$ cat config.mk
export PLATFORM = sky130hd
export DESIGN_NAME = acc_readout_flat
export DESIGN_NICKNAME = d
export VERILOG_FILES = /design/src/rtl/acc_pkg.sv /design/src/rtl/ram_if.sv /design/src/rtl/acc_rd_fifo.sv /design/src/rtl/acc_readout.sv /design/src/flat_wrapper.sv
export SDC_FILE = /design/constraint.sdc
export NUM_CORES = 1
export LEC_CHECK = 0
export BUFFER_PORTS_ARGS = -buffer_cell sky130_fd_sc_hd__buf_2
export CELL_PAD_IN_SITES_DETAIL_PLACEMENT = 1
export CELL_PAD_IN_SITES_GLOBAL_PLACEMENT = 2
export CORE_ASPECT_RATIO = 1.75
export CORE_MARGIN = 2
export CORE_UTILIZATION = 25
export DETAILED_ROUTE_END_ITERATION = 7
export PLACE_DENSITY = 0.6
export SKIP_CTS_REPAIR_TIMING = 1
export SLEW_MARGIN = 25
export SYNTH_ARGS = -nofsm -noshare
export SYNTH_HDL_FRONTEND = slang
export SYNTH_SLANG_ARGS = --single-unit
$ cat constraint.sdc
create_clock -name clk -period 3 [get_ports clk]
set_input_delay 0.3 -clock clk [delete_from_list [all_inputs] [get_ports clk]]
set_output_delay 0.3 -clock clk [all_outputs]
set_load 0.05 [all_outputs]
$ cat src/rtl/acc_pkg.sv
// Shared types for the accumulator readout engine: FSM states, output FIFO entry, FIFO depth.
package acc_pkg;

    localparam int ACC_RD_FIFO_DEPTH = 2;
    localparam int ACC_DATA_WIDTH    = 32;

    typedef enum logic [1:0] {
        IDLE,
        RUN,
        DRAIN
    } acc_rd_state_t;

    typedef struct packed {
        logic [ACC_DATA_WIDTH-1:0] data;
        logic                      last;
    } acc_rd_entry_t;

endpackage

$ cat src/rtl/ram_if.sv
// Single-port RAM access bundle; a read master drives en/addr, a write master drives en/we/addr/wdata.
interface ram_if #(
    parameter int ADDR_WIDTH = 10,
    parameter int DATA_WIDTH = 32
);
    logic                  en;
    logic                  we;
    logic [ADDR_WIDTH-1:0] addr;
    logic [DATA_WIDTH-1:0] wdata;
    logic [DATA_WIDTH-1:0] rdata;

    modport read_master  (output en, output addr, input rdata);
    modport write_master (output en, output we, output addr, output wdata);
endinterface

$ cat src/rtl/acc_rd_fifo.sv
// Two-entry synchronous FIFO buffering returned read data ahead of the output stream.
module acc_rd_fifo
    import acc_pkg::*;
(
    input  logic          clk,
    input  logic          rstn,
    input  logic          push,
    input  acc_rd_entry_t push_entry,
    input  logic          pop,
    output acc_rd_entry_t head,
    output logic [1:0]    count
);

    acc_rd_entry_t mem [ACC_RD_FIFO_DEPTH];
    logic          wr_ptr;
    logic          rd_ptr;

    always_ff @(posedge clk or negedge rstn) begin
        if (!rstn) begin
            for (int i = 0; i < ACC_RD_FIFO_DEPTH; i++) begin
                mem[i] <= '0;
            end
            wr_ptr <= 1'b0;
            rd_ptr <= 1'b0;
            count  <= 2'd0;
        end else begin
            if (push) begin
                mem[wr_ptr] <= push_entry;
                wr_ptr      <= ~wr_ptr;
            end
            if (pop) begin
                rd_ptr <= ~rd_ptr;
            end
            count <= count + {1'b0, push} - {1'b0, pop};
        end
    end

    assign head = mem[rd_ptr];

endmodule

$ cat src/rtl/acc_readout.sv
// Drains a contiguous accumulator RAM range onto a valid/ready stream, optionally zeroing each word read.
module acc_readout
    import acc_pkg::*;
#(
    parameter int ADDR_WIDTH = 10,
    parameter int DATA_WIDTH = ACC_DATA_WIDTH
) (
    input  logic                  clk,
    input  logic                  rstn,
    input  logic                  start,
    input  logic [ADDR_WIDTH-1:0] base_addr,
    input  logic [ADDR_WIDTH:0]   len,
    input  logic                  clear_en,
    output logic                  busy,
    output logic                  done,
    ram_if.read_master            rd_port,
    ram_if.write_master           clr_port,
    output logic                  m_valid,
    input  logic                  m_ready,
    output logic [DATA_WIDTH-1:0] m_data,
    output logic                  m_last
);

    localparam logic [ADDR_WIDTH:0] LEN_ONE = (ADDR_WIDTH+1)'(1);

    acc_rd_state_t         state;
    acc_rd_state_t         state_nxt;
    logic [ADDR_WIDTH-1:0] cur_addr;
    logic [ADDR_WIDTH:0]   remain;
    logic                  clr_q;

    logic                  issue;
    logic                  credit_ok;
    logic                  pop;
    logic                  last_hs;
    logic                  job_start;
    logic                  empty_start;

    logic                  vld_p1;
    logic                  last_p1;
    logic                  clr_p1;
    logic [ADDR_WIDTH-1:0] clr_addr_p1;
    logic                  done_q;

    acc_rd_entry_t         push_entry;
    acc_rd_entry_t         head;
    logic [1:0]            fifo_count;

    assign pop         = m_valid & m_ready;
    assign last_hs     = pop & head.last;
    assign job_start   = (state == IDLE) && start && (len != '0);
    assign empty_start = (state == IDLE) && start && (len == '0);

    // Buffered words plus the read still in flight must leave room for the one we are about to issue.
    assign credit_ok = ({1'b0, fifo_count} + {2'b00, vld_p1}) < (3'd2 + {2'b00, pop});

    always_comb begin
        state_nxt = state;
        issue     = 1'b0;
        case (state)
            IDLE: begin
                if (job_start) state_nxt = RUN;
            end
            RUN: begin
                if (credit_ok) begin
                    issue = 1'b1;
                    if (remain == LEN_ONE) state_nxt = DRAIN;
                end
            end
            DRAIN: begin
                if (last_hs) state_nxt = IDLE;
            end
            default: state_nxt = IDLE;
        endcase
    end

    // Issue stage: address walk, remaining count, job configuration
    always_ff @(posedge clk or negedge rstn) begin
        if (!rstn) begin
            state    <= IDLE;
            cur_addr <= '0;
            remain   <= '0;
            clr_q    <= 1'b0;
            done_q   <= 1'b0;
        end else begin
            state  <= state_nxt;
            done_q <= empty_start || ((state == DRAIN) && last_hs);
            if (job_start) begin
                cur_addr <= base_addr;
                remain   <= len;
                clr_q    <= clear_en;
            end else if (issue) begin
                cur_addr <= cur_addr + 1'b1;
                remain   <= remain - LEN_ONE;
            end
        end
    end

    // Return stage: rdata arrives, tagged entry is pushed, zero-write goes out
    always_ff @(posedge clk or negedge rstn) begin
        if (!rstn) begin
            vld_p1      <= 1'b0;
            last_p1     <= 1'b0;
            clr_p1      <= 1'b0;
            clr_addr_p1 <= '0;
        end else begin
            vld_p1  <= issue;
            last_p1 <= issue && (remain == LEN_ONE);
            clr_p1  <= issue && clr_q;
            if (issue) clr_addr_p1 <= cur_addr;
        end
    end

    assign push_entry.data = rd_port.rdata;
    assign push_entry.last = last_p1;

    acc_rd_fifo u_fifo (
        .clk        (clk),
        .rstn       (rstn),
        .push       (vld_p1),
        .push_entry (push_entry),
        .pop        (pop),
        .head       (head),
        .count      (fifo_count)
    );

    assign m_valid = (fifo_count != 2'd0);
    assign m_data  = m_valid ? head.data : '0;
    assign m_last  = m_valid & head.last;

    assign busy = (state != IDLE);
    assign done = done_q;

    assign rd_port.en   = issue;
    assign rd_port.addr = cur_addr;

    assign clr_port.en    = clr_p1;
    assign clr_port.we    = clr_p1;
    assign clr_port.addr  = clr_addr_p1;
    assign clr_port.wdata = '0;

endmodule

$ cat src/flat_wrapper.sv
// flat-port wrapper written by rule: the top's interface ports become plain ports
module acc_readout_flat import acc_pkg::*;
#(
    parameter int ADDR_WIDTH = 10,
    parameter int DATA_WIDTH = ACC_DATA_WIDTH
)
  (clk, rstn, start, base_addr, len, clear_en, busy, done, m_valid, m_ready, m_data, m_last, rd_port_en, rd_port_addr, rd_port_rdata, clr_port_en, clr_port_we, clr_port_addr, clr_port_wdata);
  ram_if #(.ADDR_WIDTH(ADDR_WIDTH), .DATA_WIDTH(DATA_WIDTH)) rd_port_i ();
  ram_if #(.ADDR_WIDTH(ADDR_WIDTH), .DATA_WIDTH(DATA_WIDTH)) clr_port_i ();
  input  logic clk;
  input  logic rstn;
  input  logic start;
  input  logic [ADDR_WIDTH-1:0] base_addr;
  input  logic [ADDR_WIDTH:0] len;
  input  logic clear_en;
  output logic busy;
  output logic done;
  output logic m_valid;
  input  logic m_ready;
  output logic [DATA_WIDTH-1:0] m_data;
  output logic m_last;
  output wire logic [$bits(rd_port_i.en)-1:0] rd_port_en;
  output wire logic [$bits(rd_port_i.addr)-1:0] rd_port_addr;
  input wire logic [$bits(rd_port_i.rdata)-1:0] rd_port_rdata;
  output wire logic [$bits(clr_port_i.en)-1:0] clr_port_en;
  output wire logic [$bits(clr_port_i.we)-1:0] clr_port_we;
  output wire logic [$bits(clr_port_i.addr)-1:0] clr_port_addr;
  output wire logic [$bits(clr_port_i.wdata)-1:0] clr_port_wdata;
  assign rd_port_en = rd_port_i.en;
  assign rd_port_addr = rd_port_i.addr;
  assign rd_port_i.rdata = rd_port_rdata;
  assign clr_port_en = clr_port_i.en;
  assign clr_port_we = clr_port_i.we;
  assign clr_port_addr = clr_port_i.addr;
  assign clr_port_wdata = clr_port_i.wdata;
  acc_readout #(.ADDR_WIDTH(ADDR_WIDTH), .DATA_WIDTH(DATA_WIDTH)) u_core (.clk(clk), .rstn(rstn), .start(start), .base_addr(base_addr), .len(len), .clear_en(clear_en), .busy(busy), .done(done), .rd_port(rd_port_i), .clr_port(clr_port_i), .m_valid(m_valid), .m_ready(m_ready), .m_data(m_data), .m_last(m_last));
endmodule
======== After elaboration in Yosys (flattened, before gate mapping) ========
Cells that the tools add are included.
storage, ports and cells
  word-level logic and storage cells ...... 73
  register bits after elaboration ......... 108
  output and inout bits ................... 91
cells by class
  multiplexer cells ....................... 18
  $add $sub $neg .......................... 6
  order comparisons ....................... 4
  equality and inequality tests ........... 7
  reduce and logical (&&, ||, !) cells .... 15
  bitwise logic cells ..................... 7
operator list
  cell                                                                      number
  33-bit 2-to-1 mux                                                         4
  66-bit bitwise mux                                                        1
  33-bit demux with 1-bit select                                            1
  32-bit 2-to-1 mux                                                         1
  11-bit 2-to-1 mux                                                         2
  10-bit 2-to-1 mux                                                         2
  11-bit by 1-bit == test with 1-bit output (second input constant)         1
  11-bit zero test                                                          1
  11-bit nonzero test                                                       1
  11-bit by 1-bit subtractor with 11-bit output (second input constant)     1
  10-bit by 1-bit adder with 10-bit output (second input constant)          1
  2-bit 2-to-1 mux                                                          4
  2-bit by 1-bit inequality test with 1-bit output (second input constant)  4
  1-bit logical AND                                                         7
  2-bit case mux with 3 select lines                                        1
  2-bit nonzero test                                                        3
  2-bit >= comparator (second input constant)                               2
  1-bit NOT with 2-bit output                                               2
  4-bit AND reduction                                                       1
  2-bit by 1-bit adder with 3-bit output                                    1
  2-bit by 1-bit adder with 3-bit output (first input constant)             1
  1-bit bitwise AND                                                         3
  3-bit < comparator                                                        1
  2-bit by 1-bit adder with 2-bit output                                    1
  8 further kinds                                                           10

======== Logic depth before layout (Yosys ltp) ========
  depth after elaboration ................. 8
  depth in mapped cells ................... 8
  depth with buffers taken out ............ 7

======== Modules after synthesis ========
From an unflattened synthesis, not the netlist that was laid out.
unflattened totals
  cell total of the unflattened synthesis .. 473
  area total of the unflattened synthesis .. 5662.9 um^2
modules (own cells, without submodules)
  module       sequential area each (um^2)  area an instance (um^2)  times used  cells an instance
  acc_rd_fifo  1751.7                       3186.8                   1           190
  acc_readout  950.9                        2476.1                   1           283

======== Worst setup path before layout ========
OpenSTA, ideal clock, no wires.
  path type ............................... register -> output
  start point ............................. reg u_core.u_fifo.rd_ptr
  end point ............................... out m_data[0]
  data arrival time ....................... 1.631 ns
  stages on the path, launching flop included .. 5
  path slack .............................. 1.069 ns
  data required time ...................... 2.700 ns
  path buffers ............................ 2
  cells stage by stage .................... dfrtp_1 > clkbuf_1 > buf_2 > mux2i_1 > nor2_1
on the way
  word-level cells in the longest chain between the ends .. 5
RTL lines
  element                                                RTL line            text
  from (decl)                                            acc_rd_fifo.sv:16   logic rd_ptr;
  from (signal assigned)                                 acc_rd_fifo.sv:32   rd_ptr <= ~rd_ptr;
  1-bit NOT with 2-bit output (not written as such)      acc_rd_fifo.sv:38   assign head = mem[rd_ptr];
  33-bit 2-to-1 mux (not written as such) (3 in series)  acc_rd_fifo.sv:38
  32-bit 2-to-1 mux                                      acc_readout.sv:128  assign m_data = m_valid ? head.data : '0;
  to (decl)                                              flat_wrapper.sv:20  output logic [DATA_WIDTH-1:0] m_data;
No other way between the ends. The select of a mux whose other input is x is not followed.

======== Worst setup path in the final report ========
  start point ............................. reg u_core.vld_p1
  end point ............................... out rd_port_en
on the way
  word-level cells in the longest chain between the ends .. 4
RTL lines
  element                                 RTL line            text
  from (decl)                             acc_readout.sv:39   logic vld_p1;
  from (signal assigned)                  acc_readout.sv:107  vld_p1 <= issue;
  2-bit by 1-bit adder with 3-bit output  acc_readout.sv:55   assign credit_ok = ({1'b0, fifo_count} + {2'b00, vld_p1}) < (3'd2 + {2'b00, pop});
  3-bit < comparator                      acc_readout.sv:55
  1-bit 2-to-1 mux                        acc_readout.sv:65   if (credit_ok) begin
  1-bit 2-to-1 mux                        acc_readout.sv:60   case (state)
  to (decl)                               flat_wrapper.sv:22  output wire logic [$bits(rd_port_i.en)-1:0] rd_port_en;
No other way between the ends.

==> results_dict.tcl <==
set metrics [dict create \
    grt.overflow.total 0 \
    clk_pin_slew_ns 0.08 \
    clock_latency_ns 0.35 \
    io_pins 149 \
    cts_buffers 9 \
    drt_pass1_iterations 4 \
    htreeDepth 3 \
    rsz0062_at_grt "false" \
    final_cell_mix "115 x buf_2, 107 x dfrtp_1, 67 x mux2_1" \
    cts_root_buffer "clkbuf_16" \
    remaining_drc_errors 0 \
    core-area_um2 20930 \
    ys_ff_latch 108 \
    setup_viol 0 \
    grtUsageTotal_pct 13.09 \
    syn_inst 467 \
    grt_pass1_vias 4284 \
    arrival_ns 2.17 \
    worstPathRequired_ns 2.70 \
    cts_max_path_buffers 2 \
    place.gp.congestion 0.7758 \
    skew_ns 0.007310 \
    area_growth_pct 19.71 \
    routed_via_density 4.537 \
    crit_type "reg -> out" \
    rows 70 \
    drv_cap 0 \
    final_common_cell "buf_2" \
    r2r_cells 7 \
    cts_tree "yes" \
    r2r_slack_ns 0.83 \
    die_y_um 197.1 \
    min_period_over_period_pct 82.34 \
    fin_crit_ns 2.470 \
    slew_headroom_pct 46.22 \
    r2r-end "u_core.rd_port.addr[8]$_DFFE_PN0P_" \
    layout.nets 645 \
    slew_viol_final 0 \
    yosysUniqueCellTypes 50 \
    die_area_um2 22540 \
    antenna_found_initial 2 \
    synth-edff-count 0 \
    wirelength_um 14280 \
    worst_slew_pin_slew_ns 0.8048 \
    avgSynthCellArea_um2 11.41 \
    reg2reg_from "u_core.vld_p1$_DFF_PN0_" \
    die_w_um 114.3 \
    cp-end-kind "primary output" \
    portBuffers 116 \
    start_util_pct 25.45 \
    cp_max_fo 11 \
    grt_pass1_wl_um 23000 \
    min_path_type "in -> async" \
    postRouteAntennaNets 0 \
    tns_ns 0 \
    vias 3802 \
    ys_seq_area_share_pct 50.74 \
    drt_iter0_drc 64 \
    yosysWarnings 0 \
    cp-start-kind "flip-flop" \
    clock_sinks 108 \
    drive_above_1_share_pct 27.52 \
    fmax_mhz 404.8 \
    async_flop_share_pct 100.0 \
    syn-cell-area_um2 5326 \
    wl_per_cell_um 17.04 \
    hold_violations 0 \
    status "finished clean" \
    grt_max_degree 56 \
    dominantRegCellSynth "dfrtp_1" \
    dpl.hpwl_um 10420 \
]
==> sequential cells by signal, summed over array words and instances, names as in the netlist <==
signal,cells
u_core.u_fifo.wr_ptr,1
u_core.rd_port.addr,10
u_core.u_fifo.mem,66
u_core.remain,11
u_core.u_fifo.count,2
u_core.state,2
u_core.vld_p1,1
u_core.done,1
u_core.clr_q,1
u_core.last_p1,1
u_core.u_fifo.rd_ptr,1
u_core.clr_port.addr,10
u_core.clr_port.en,1
==> logic make-up (layout without fill, tap and decap cells) <==
kind of cell	Yosys count	in the layout	synth area share [%]
xor gates and xnor gates	9	9	1.480
DFF	108	108	50.74
muxes	100	100	20.37
AOI/OAI and AO/OA	51	51	7.024
adders and majority gates	7	7	1.644
and+or+nand+nor	127	127	11.49
other	1	33	0.07040
buffers and inverters	64	151	7.188
==> worst max-delay path by stage <==
stage / start / endpoint / slack, ns
after CTS: u_core.u_fifo.count[0]$_DFF_PN0_ / rd_port_en / 0.51
after global placement: u_core.vld_p1$_DFF_PN0_ / u_core.rd_port.addr[8]$_DFFE_PN0P_ / 0.91
after global routing: u_core.vld_p1$_DFF_PN0_ / rd_port_en / 0.37
after floorplan: u_core.u_fifo.rd_ptr$_DFFE_PN0P_ / m_data[0] / 1.07
after detailed placement: u_core.u_fifo.count[0]$_DFF_PN0_ / u_core.rd_port.addr[8]$_DFFE_PN0P_ / 0.85
final: u_core.vld_p1$_DFF_PN0_ / rd_port_en / 0.53
==> metrics by stage <==
stage / hold WS (ns) / utilization (%) / setup WS (ns) / area (um2) / cells
2_1_floorplan: 0.004409 / - / 1.069 / 5443 / 498
3_3_place_gp: 0.4191 / 29.10 / 0.9136 / 6091 / 821
3_5_place_dp: 0.4158 / 29.10 / 0.8480 / 6091 / 821
4_1_cts: 0.02941 / 30.42 / 0.5078 / 6369 / 837
5_1_grt: 0.04338 / 30.45 / 0.3685 / 6374 / 837
6_report: 0.0008735 / 30.46 / 0.5298 / 6376 / 838
==> synthesized netlist by cell type (all sizes together) (2+ instances only) <==
master / count / share of area, %
o22ai: 4 / 0.47
and3: 4 / 0.47
o221a: 5 / 1.1
a31o: 2 / 0.33
nand3: 8 / 0.75
inv: 11 / 0.78
clkbuf: 4 / 0.28
nor2: 52 / 3.7
o21ai: 15 / 1.8
or2: 2 / 0.24
xnor2: 7 / 1.2
xor2: 2 / 0.33
dfrtp: 108 / 51
or4b: 2 / 0.45
a31oi: 2 / 0.23
mux2i: 33 / 6.2
o21a: 3 / 0.42
ha: 7 / 1.6
nor4: 5 / 0.94
mux2: 67 / 14
a22oi: 3 / 0.42
a221o: 3 / 0.56
nor3: 6 / 0.85
or3: 4 / 0.47
nor3b: 2 / 0.28
buf: 49 / 6.1
a21oi: 10 / 0.94
nand2: 37 / 2.6
==> routing by layer <==
metal  GRT usage, %  share of wire (%)  vias to the layer above
met5              0              0.084                        -
met3          2.792                4.5                        9
met1          14.50                 40                     1907
met2          24.89                 55                       98
li1               -                  -                     1786
met4          3.388               0.95                        2
==> layout make-up <==
class | count | area (um2)
fillers | 2389 | 14560
flip-flops and latches | 108 | 2704
multi-input cells | 326 | 2380
repair buffers | 124 | 655.6
well taps | 252 | 315.3
clock buffers | 10 | 229.0
clock inverters | 6 | 48.80
inverters | 11 | 41.29
diodes | 1 | 2.502
==> critical path, stage by stage (launching register included) <==
cell and delay (ns):
dfrtp_1 0.46, ha_1 0.23, ha_1 0.24, nor2_2 0.24, nand2_1 0.12, inv_2 0.22, buf_2 0.32
Power is left out: the tool's default activity adds up to more than one toggle a clock period on the data nets, which glitch-free logic cannot reach.
